<file path="config.mk">
export PLATFORM = sky130hd
export DESIGN_NAME = memory_result_top
export DESIGN_NICKNAME = d
export VERILOG_FILES = /design/src/rtl/memory_result_pkg.sv /design/src/rtl/memory_result_buffer.sv /design/src/rtl/memory_result_router_writeback.sv /design/src/rtl/memory_result_top.sv
export SDC_FILE = /design/constraint.sdc
export NUM_CORES = 1
export LEC_CHECK = 0
export CAP_MARGIN = 20
export CORE_MARGIN = 2
export CORE_UTILIZATION = 30
export DETAILED_ROUTE_END_ITERATION = 6
export HOLD_SLACK_MARGIN = 0.02
export PLACE_DENSITY = 0.51
export SYNTH_ARGS = -nofsm -noshare
export SYNTH_HDL_FRONTEND = slang
export SYNTH_SLANG_ARGS = --single-unit
</file>
<file path="constraint.sdc">
create_clock -name clk -period 5.95 [get_ports clk]
set_input_delay 0.595 -clock clk [delete_from_list [all_inputs] [get_ports clk]]
set_output_delay 0.595 -clock clk [all_outputs]
set_load 0.03 [all_outputs]
</file>
<file path="src/rtl/memory_result_pkg.sv">
// Shared state encodings and default sizing for the result write-back path.
package memory_result_pkg;

    localparam int MaxWidthDef  = 9;
    localparam int DepthDef     = 32;
    localparam int DataWidthDef = 8;

    localparam logic [3:0] StIdle  = 4'd0;
    localparam logic [3:0] StWrite = 4'd1;
    localparam logic [3:0] StDone  = 4'd2;

endpackage

</file>
<file path="src/rtl/memory_result_buffer.sv">
// Result buffer: one synchronous write port, one registered host read port.
// Latency: write lands on the clock edge; read data appears one cycle after readEn.
// Backpressure: none; a same-cycle read and write to one address returns the old data.
module memory_result_buffer #(
    parameter int Depth     = 32,
    parameter int DataWidth = 8,
    localparam int AddrWidth = $clog2(Depth)
) (
    input  logic                 clk,
    input  logic                 rst,
    input  logic                 writeEn,
    input  logic [AddrWidth-1:0] writeAddr,
    input  logic [DataWidth-1:0] writeData,
    input  logic                 readEn,
    input  logic [AddrWidth-1:0] readAddr,
    output logic [DataWidth-1:0] dataOut
);

    // Storage is deliberately not reset so a reset mid-write keeps earlier entries.
    logic [DataWidth-1:0] mem [Depth];

    always_ff @(posedge clk) begin
        if (writeEn) begin
            mem[writeAddr] <= writeData;
        end
    end

    always_ff @(posedge clk or negedge rst) begin
        if (!rst) begin
            dataOut <= '0;
        end else if (readEn) begin
            dataOut <= mem[readAddr];
        end
    end

endmodule

</file>
<file path="src/rtl/memory_result_router_writeback.sv">
// Serialiser: latches a result vector and emits one buffer write per cycle from startAddr.
// Latency: first write one cycle after storeEn, finished pulses the cycle after the last write.
// Backpressure: none; storeEn outside IDLE is dropped, not queued.
module router_writeback
    import memory_result_pkg::*;
#(
    parameter int MaxWidth  = 9,
    parameter int DataWidth = 8,
    parameter int AddrWidth = 5
) (
    input  logic                          clk,
    input  logic                          rst,
    input  logic                          storeEn,
    input  logic [AddrWidth-1:0]          startAddr,
    input  logic [AddrWidth-1:0]          outputWidth,
    input  logic [MaxWidth*DataWidth-1:0] dataIn,
    output logic                          writeEn,
    output logic [AddrWidth-1:0]          writeAddr,
    output logic [DataWidth-1:0]          writeData,
    output logic                          busy,
    output logic                          finished,
    output logic [3:0]                    state,
    output logic [AddrWidth-1:0]          lastWriteAddr
);

    localparam logic [AddrWidth-1:0] MaxWidthA = AddrWidth'(MaxWidth);

    logic [3:0]                    stateReg;
    logic [MaxWidth*DataWidth-1:0] dataReg;
    logic [AddrWidth-1:0]          startReg;
    logic [AddrWidth-1:0]          widthReg;
    logic [AddrWidth-1:0]          index;
    logic [AddrWidth-1:0]          clampedWidth;

    always_comb begin
        clampedWidth = (outputWidth > MaxWidthA) ? MaxWidthA : outputWidth;
    end

    always_ff @(posedge clk or negedge rst) begin
        if (!rst) begin
            stateReg      <= StIdle;
            dataReg       <= '0;
            startReg      <= '0;
            widthReg      <= '0;
            index         <= '0;
            lastWriteAddr <= '0;
        end else begin
            case (stateReg)
                StIdle: begin
                    if (storeEn) begin
                        dataReg  <= dataIn;
                        startReg <= startAddr;
                        widthReg <= clampedWidth;
                        index    <= '0;
                        stateReg <= (clampedWidth == '0) ? StDone : StWrite;
                    end
                end
                StWrite: begin
                    lastWriteAddr <= writeAddr;
                    index         <= index + AddrWidth'(1);
                    if (index == widthReg - AddrWidth'(1)) begin
                        stateReg <= StDone;
                    end
                end
                StDone:  stateReg <= StIdle;
                default: stateReg <= StIdle;
            endcase
        end
    end

    // Address wraps modulo 2^AddrWidth through plain truncating addition.
    always_comb begin
        writeAddr = startReg + index;
        writeData = '0;
        for (int i = 0; i < MaxWidth; i++) begin
            if (index == AddrWidth'(i)) begin
                writeData = dataReg[i*DataWidth +: DataWidth];
            end
        end
    end

    assign writeEn  = (stateReg == StWrite);
    assign busy     = (stateReg == StWrite);
    assign finished = (stateReg == StDone);
    assign state    = stateReg;

endmodule

</file>
<file path="src/rtl/memory_result_top.sv">
// Result write-back: serialises a parallel result vector into a local buffer drained by the host.
// Latency: width+2 cycles storeEn-to-IDLE; host read data one cycle after readEn.
// Backpressure: none; storeEn is ignored while a store is in progress.
module memory_result_top
    import memory_result_pkg::*;
#(
    parameter int MaxWidth  = MaxWidthDef,
    parameter int Depth     = DepthDef,
    parameter int DataWidth = DataWidthDef,
    localparam int AddrWidth = $clog2(Depth)
) (
    input  logic                          clk,
    input  logic                          rst,
    input  logic                          storeEn,
    input  logic [AddrWidth-1:0]          startAddr,
    input  logic [AddrWidth-1:0]          outputWidth,
    input  logic [MaxWidth*DataWidth-1:0] dataIn,
    input  logic                          readEn,
    input  logic [AddrWidth-1:0]          readAddr,
    output logic [DataWidth-1:0]          dataOut,
    output logic                          busy,
    output logic                          finished,
    output logic [3:0]                    state,
    output logic [AddrWidth-1:0]          lastWriteAddr
);

    logic                 writeEn;
    logic [AddrWidth-1:0] writeAddr;
    logic [DataWidth-1:0] writeData;

    router_writeback #(
        .MaxWidth  (MaxWidth),
        .DataWidth (DataWidth),
        .AddrWidth (AddrWidth)
    ) uWriteback (
        .clk           (clk),
        .rst           (rst),
        .storeEn       (storeEn),
        .startAddr     (startAddr),
        .outputWidth   (outputWidth),
        .dataIn        (dataIn),
        .writeEn       (writeEn),
        .writeAddr     (writeAddr),
        .writeData     (writeData),
        .busy          (busy),
        .finished      (finished),
        .state         (state),
        .lastWriteAddr (lastWriteAddr)
    );

    memory_result_buffer #(
        .Depth     (Depth),
        .DataWidth (DataWidth)
    ) uBuffer (
        .clk       (clk),
        .rst       (rst),
        .writeEn   (writeEn),
        .writeAddr (writeAddr),
        .writeData (writeData),
        .readEn    (readEn),
        .readAddr  (readAddr),
        .dataOut   (dataOut)
    );

endmodule
</file>
==> qor.yml, run 1 <==
worst_ep_arrival_time_ns: 3.74
grt_pass1_vias: 9654
synth-adder-area-share: 0.00879
cts_tree: "built"
synth_seq_cells: 358
cp-end-kind: "flop"
crit_chain: "inv_1, ha_1, or3b_1, o32ai_1, a222oi_1, or3_1, nand3_1, buf_8"
ios: 110
hpwl_mm: 24.5
wl_per_cell_um: 19.3
synth_edf_count: 256
layout_common_cells: "256 x edfxtp_1, 242 x nand2_1, 129 x mux2i_1"
clock_skew_ns: 0.0210
r2r-end: "uBuffer.mem[25][0]$_DFFE_PP_"
seqPwrFrac: 0.450
tns_ns: 0
power_w: 0.00974
yosysWarnings: 0
slowest_delay_ns: 0.58
grt-busiest-layer: "met2"
outcome: "complete, no violations"
final_layout_size_suffix_gt1_frac: 0.0753
root_buffer: "clkbuf_16"
place.gp.congestion: 0.828
reg2reg_depth: 8
placement.io_buffers: 107
min_period_ns: 3.47
max_freq_mhz: 288
drc: 0
place_inst: 1885
drtAntennaViolNets: 0
vias: 9420
coreArea_um2: 50000
finalMaxSlewViolations: 0
postLayoutCoreUtil: 0.364
clockPowerShare: 0.248
post_cts_resized: 0
grt_max_degree: 92
stdcell_count: 1961
postCtsHoldBufs: 0
syn_inst: 1168
cap_violations: 0
critPathLaunchType: "flop"
ys_types: 53
die_w_um: 228
internal_power_w: 0.00640
synth.top_cells.by_area: "edfxtp_1 51%, dfrtp_1 17%, mux2i_1 8.6%"
synthFlopType: "edfxtp_1"
post-synth-top-area-fraction: 0.509
maxSlewHeadroom: 0.279
path_clk_slew_ns: 0.06
post-place-ws_ns: 2.15
synth-compound-area-share: 0.0832
met1_usage: 0.203
post_cts_buffers: 0
cts_buffers: 39
hp-class: "in2async"
critPathBufInv: 2
globalRouteMet3Util: 0.0235
synth_top_family_by_area: "simple AND/OR/NAND/NOR gates"
path_delay_family: "simple AND/OR/NAND/NOR gates"
r2r-start: "uWriteback.index[1]$_DFFE_PN0P_"
ys_seq_area_frac: 0.678
vias_per_cell: 4.80
cts.sink_count: 358
insertion_delay_ns: 0.54
dr.pass1.iters: 5
ir_drop_uv: 213
diodes: 0
crit_required_ns: 6.22
synth_area_um2: 15100
use_met2: 0.231
rsz0062_at_grt: "false"
initialDrtViolationCount: 956
hold_viol: 0
r2r_setup_slack_ns: 2.48
setup_viol: 0
synth_top_area_cell: "edfxtp_1"
worst_pin_slew_ns: 1.08
max-clock-path-buffers: 3
antenna_found_initial: 0
combPwrFrac: 0.302
async_reset_ff_frac: 0.285
crit_type: "reg2reg"
power.density_nw_per_um2: 535
route.final.wire_length_mm: 37.8
period_share: 0.583
avgSynthCellArea_um2: 12.9
rows: 82
power.switching_w: 0.00334
cpMaxStageDelayCell: "ha_1"
synthSimpleGateAreaFrac: 0.105
grt_usage: 0.144
synthMuxAreaShare: 0.0915
final_nets: 1360
cellLeakagePower_nw: 6.96
cts_max_level: 2
swShare: 0.343
area_delta_synth_final_pct: 20.5
start_util: 0.302
crit_path_max_fanout: 20
dieArea_um2: 52100
synth_xor_area_frac: 0.00870
fp.dieH_um: 228
grt_pass1_wl_mm: 58.1
gr-total-overflow: 0
worst_slack_ns: 2.48
final_common_cell: "edfxtp_1"
## power by group through the flow
stage	clock network, W	registers [W]	logic (W)
after global placement	0	0.00446	0.00277
after floorplan	0	0.00438	0.00173
after detailed placement	0	0.00446	0.00285
after CTS	0.00247	0.00442	0.00286
final	0.00242	0.00438	0.00294
after global routing	0.00257	0.00445	0.00326
## cells by family after synthesis
group	Yosys count
AND/OR/NAND/NOR	370
other	1
flip-flops	358
AO/OA/AOI/OAI	190
buffers and inverters	87
adder cells (fa/ha/maj)	10
multiplexers	137
XOR/XNOR	15
## synth_stat cells (2+ instances only)
cell and instances:
nor3_1 6, o31ai_1 2, xor2_1 7, or2_2 4, o21ai_0 29, mux2i_1 129
a32oi_1 4, nor4_1 11, nand2b_1 3, mux2_2 8, o22ai_1 5, nor2b_1 12
ha_1 9, a21oi_1 55, a222oi_1 3, or3_1 5, nand3_1 22, and2_1 5
nor2_1 45, nand2_1 243, o32a_1 2, o32ai_1 7, a22oi_1 67, nand4_1 4
nand3b_1 2, buf_2 16, buf_6 2, nor4b_1 2, a21o_1 8, clkbuf_1 45
xnor2_1 8, buf_4 2, edfxtp_1 256, dfrtp_1 102, inv_1 13, buf_1 8
## cell type report
class	count	area (um2)
clock buffers	55	1120
clock inverters	16	168
fillers	4847	31800
inverters	14	52.6
multi-input cells	724	4540
flip-flops and latches	358	10200
well taps	672	841
repair buffers	122	1230
## sequential cells by signal, indices dropped and copies added (netlist names)
name,count
uBuffer.dataOut,8
uBuffer.mem,256
uWriteback.dataReg,72
uWriteback.index,5
uWriteback.lastWriteAddr,5
uWriteback.startReg,5
uWriteback.state,2
uWriteback.widthReg,5
## worst max path at each step
stage | startpoint | endpoint | slack, ns | cells past startpoint
finish | uWriteback.index[1]$_DFFE_PN0P_ | uBuffer.mem[25][0]$_DFFE_PP_ | 2.48 | 8
global route | uWriteback.index[1]$_DFFE_PN0P_ | uBuffer.mem[26][0]$_DFFE_PP_ | 2.27 | 8
CTS | uWriteback.index[1]$_DFFE_PN0P_ | uBuffer.mem[7][3]$_DFFE_PP_ | 2.13 | 7
detailed placement | uWriteback.index[1]$_DFFE_PN0P_ | uBuffer.mem[13][3]$_DFFE_PP_ | 2.15 | 7
global placement | uWriteback.index[1]$_DFFE_PN0P_ | uBuffer.mem[25][0]$_DFFE_PP_ | 2.10 | 7
floorplan | uWriteback.index[1]$_DFFE_PN0P_ | uBuffer.mem[0][1]$_DFFE_PP_ | 2.36 | 8
## worst reg2reg max path: stages, from the launching register on
cell and delay (ns):
dfrtp_1 0.49, inv_1 0.15, ha_1 0.58, or3b_1 0.43
o32ai_1 0.14, a222oi_1 0.43, or3_1 0.17, nand3_1 0.44
buf_8 0.36
## stage by stage
step / area [um2] / hold slack, ns
finish: 18200 / 0.0527
global route: 18200 / 0.0760
CTS: 18100 / 0.0558
detailed placement: 16800 / 0.463
global placement: 16800 / 0.464
floorplan: 15100 / 0.299
## metal layers
metal	share of wire	vias to the layer above
met1	0.47	4624
met3	0.045	56
li1	-	4467
met2	0.46	273
met5	0	-
met4	0.023	0
(Power assumes the default switching activity.)
==> run 2: changes to the inputs <==
Settings changed: PLACE_DENSITY 0.51 to 0.53.
Clock period 5.95 ns to 2.95 ns, I/O delays scaled along.
==> run 2 against run 1 <==
  * Clock skew grew 0.011 ns
  * Sequential share of layout area down 1.6 points
  * Critical endpoint is now uBuffer.mem[20][6]$_DFFE_PP_
  * Hold slack better by 0.24 ns
  * Routed wire length grew 3.0%
  * Design area is 2.8% higher
==> qor.yml, run 2 (same netlist as run 1, synthesis figures left out) <==
ir_drop_uv: 769  # +260%
worst_pin_slew_ns: 0.762  # -0.318 ns
setup_viol: 0  # unchanged
finalMaxSlewViolations: 0  # unchanged
root_buffer: "clkbuf_16"
place.gp.congestion: 0.879  # +6.2%
dieArea_um2: 52100  # unchanged
antenna_found_initial: 0  # unchanged
period_share: 0.950  # +0.367
die_w_um: 228  # unchanged
crit_start: "uWriteback.index[0]$_DFFE_PN0P_"
gr-total-overflow: 0  # unchanged
area_delta_synth_final_pct: 23.9
hp-class: "in2reg"
drtAntennaViolNets: 0  # unchanged
final_layout_size_suffix_gt1_frac: 0.117  # +0.0421
crit_chain: "inv_1, ha_1, or3b_1, buf_4, o32ai_2, a21oi_1, or4_1, nand3_1, buf_12"
hpwl_mm: 25.7  # +4.9%
hold_path_startpoint: "dataIn[27]"
diodes: 0  # unchanged
path_delay_family: "simple AND/OR/NAND/NOR gates"
maxSlewHeadroom: 0.492  # +0.213
drc: 0  # unchanged
cp-end-kind: "flop"
cts_max_level: 2  # unchanged
fin_hold_ws_ns: 0.289  # +0.237 ns
regMostFlops: "uBuffer.mem"
worst_ep_arrival_time_ns: 3.15  # -0.59 ns
initialDrtViolationCount: 846  # -12%
worst_slack_ns: 0.149  # -2.33 ns
r2r_setup_slack_ns: 0.15  # -2.33 ns
post-place-ws_ns: 0.202  # -1.95 ns
hold_viol: 0  # unchanged
power.density_nw_per_um2: 1100  # +100%
r2r-start: "uWriteback.index[0]$_DFFE_PN0P_"
outcome: "complete, no violations"
fp.dieH_um: 228  # unchanged
route.final.wire_length_mm: 38.9  # +3.0%
cts_buffers: 38  # -2.6%
coreArea_um2: 50000  # unchanged
post_cts_buffers: 0  # unchanged
rsz0062_at_grt: "false"
reg2reg_depth: 9  # +1
critPathLaunchType: "flop"
max-clock-path-buffers: 3  # unchanged
slowest_delay_ns: 0.53  # -0.05 ns
r2r-end: "uBuffer.mem[20][6]$_DFFE_PP_"
fillCellCount: 4834  # -0.27%
final_common_cell: "edfxtp_1"
wl_per_cell_um: 19.2  # -0.38%
insertion_delay_ns: 0.54  # about the same
cpMaxStageDelayCell: "or4_1"
start_util: 0.302  # unchanged
cts_tree: "built"
cap_violations: 0  # unchanged
crit_required_ns: 3.30  # -2.92 ns
dr.pass1.iters: 6  # +1
vias: 9647  # +2.4%
min_period_ns: 2.80  # -0.668 ns
path_clk_slew_ns: 0.06  # about the same
clock_skew_ns: 0.0324  # +0.0114 ns
cellLeakagePower_nw: 7.27  # +4.5%
vias_per_cell: 4.76  # -0.92%
grt_pass1_wl_mm: 59.1  # +1.7%
crit_path_max_fanout: 32  # +60%
top_regs: "uBuffer.mem x256, uWriteback.dataReg x72, uBuffer.dataOut x8"
ios: 110  # unchanged
placement.io_buffers: 107  # unchanged
holdPathStages: 3
crit_type: "reg2reg"
rows: 82  # unchanged
tns_ns: 0  # unchanged
grt_usage: 0.148  # +0.00357
grt_pass1_vias: 9896  # +2.5%
critPathBufInv: 3  # +1
grt_max_degree: 63  # -32%
cts.sink_count: 358  # unchanged
layout_common_cells: "256 x edfxtp_1, 242 x nand2_1, 129 x mux2i_1"
largest_reg_flops: 256  # unchanged
whs_endpoint: "uWriteback.dataReg[27]$_DFFE_PN0P_"
max_freq_mhz: 357  # +24%
final_nets: 1428  # +5.0%
## run 2: stage by stage
stage / instance area (um2) / std cells / power [W] / util
detailed placement: 17500 / 1958 / 0.0161 / 0.351
CTS: 18700 / 2027 / 0.0207 / 0.374
finish: 18700 / 2027 / 0.0205 / 0.374
floorplan: 15100 / 1169 / 0.0124 / -
global placement: 17500 / 1958 / 0.0161 / 0.351
global route: 18700 / 2027 / 0.0216 / 0.374
## run 2: tightest hold or removal path, stage by stage
cell and delay, ns:
clkdlybuf4s50_1 0.40, nand2_1 0.06, nand2_1 0.04
## run 2: layout make-up
type	count	area (um2)	share of cell area
clock inverter	20	148	0.00789
tap	672	841	0.0450
clock buffer	48	1010	0.0540
timing repair buffer	191	1890	0.101
multi-input combinational	724	4520	0.242
inverter	14	52.6	0.00281
sequential	358	10200	0.547
## run 2: report_power, final
part,total [W],leakage (nW),internal (W),switching (W)
clock network,0.00451,0.554,0.00260,0.00192
logic,0.00722,3.12,0.00247,0.00475
registers,0.00878,3.59,0.00819,0.000587
total,0.0205,7.27,0.0133,0.00725
## run 2: how the worst max path moves through the flow
stage	to	slack [ns]	cells after the start
finish	uBuffer.mem[20][6]$_DFFE_PP_	0.15	9
detailed placement	uBuffer.mem[10][5]$_DFFE_PP_	0.20	10
CTS	uBuffer.mem[7][6]$_DFFE_PP_	0.15	9
global route	uBuffer.mem[19][6]$_DFFE_PP_	0.003	9
floorplan	uBuffer.mem[0][6]$_DFFE_PP_	0.07	9
global placement	uBuffer.mem[8][2]$_DFFE_PP_	0.20	10
## run 2: routing by layer
| layer | part of all wire | global-route usage | up-vias |
|---|---|---|---|
| met3 | 0.051 | 0.0217 | 51 |
| met2 | 0.46 | 0.241 | 299 |
| met4 | 0.019 | 0.0396 | 0 |
| met5 | 0 | 0 | - |
| met1 | 0.47 | 0.206 | 4709 |
| li1 | - | - | 4588 |
## run 2: repair_timing
item                                    4_1_cts  5_1_grt
resized for setup                             0        1
hold buffers                                  1        0
endpoints found under the setup margin        0       64
endpoints found under the hold margin        51        0
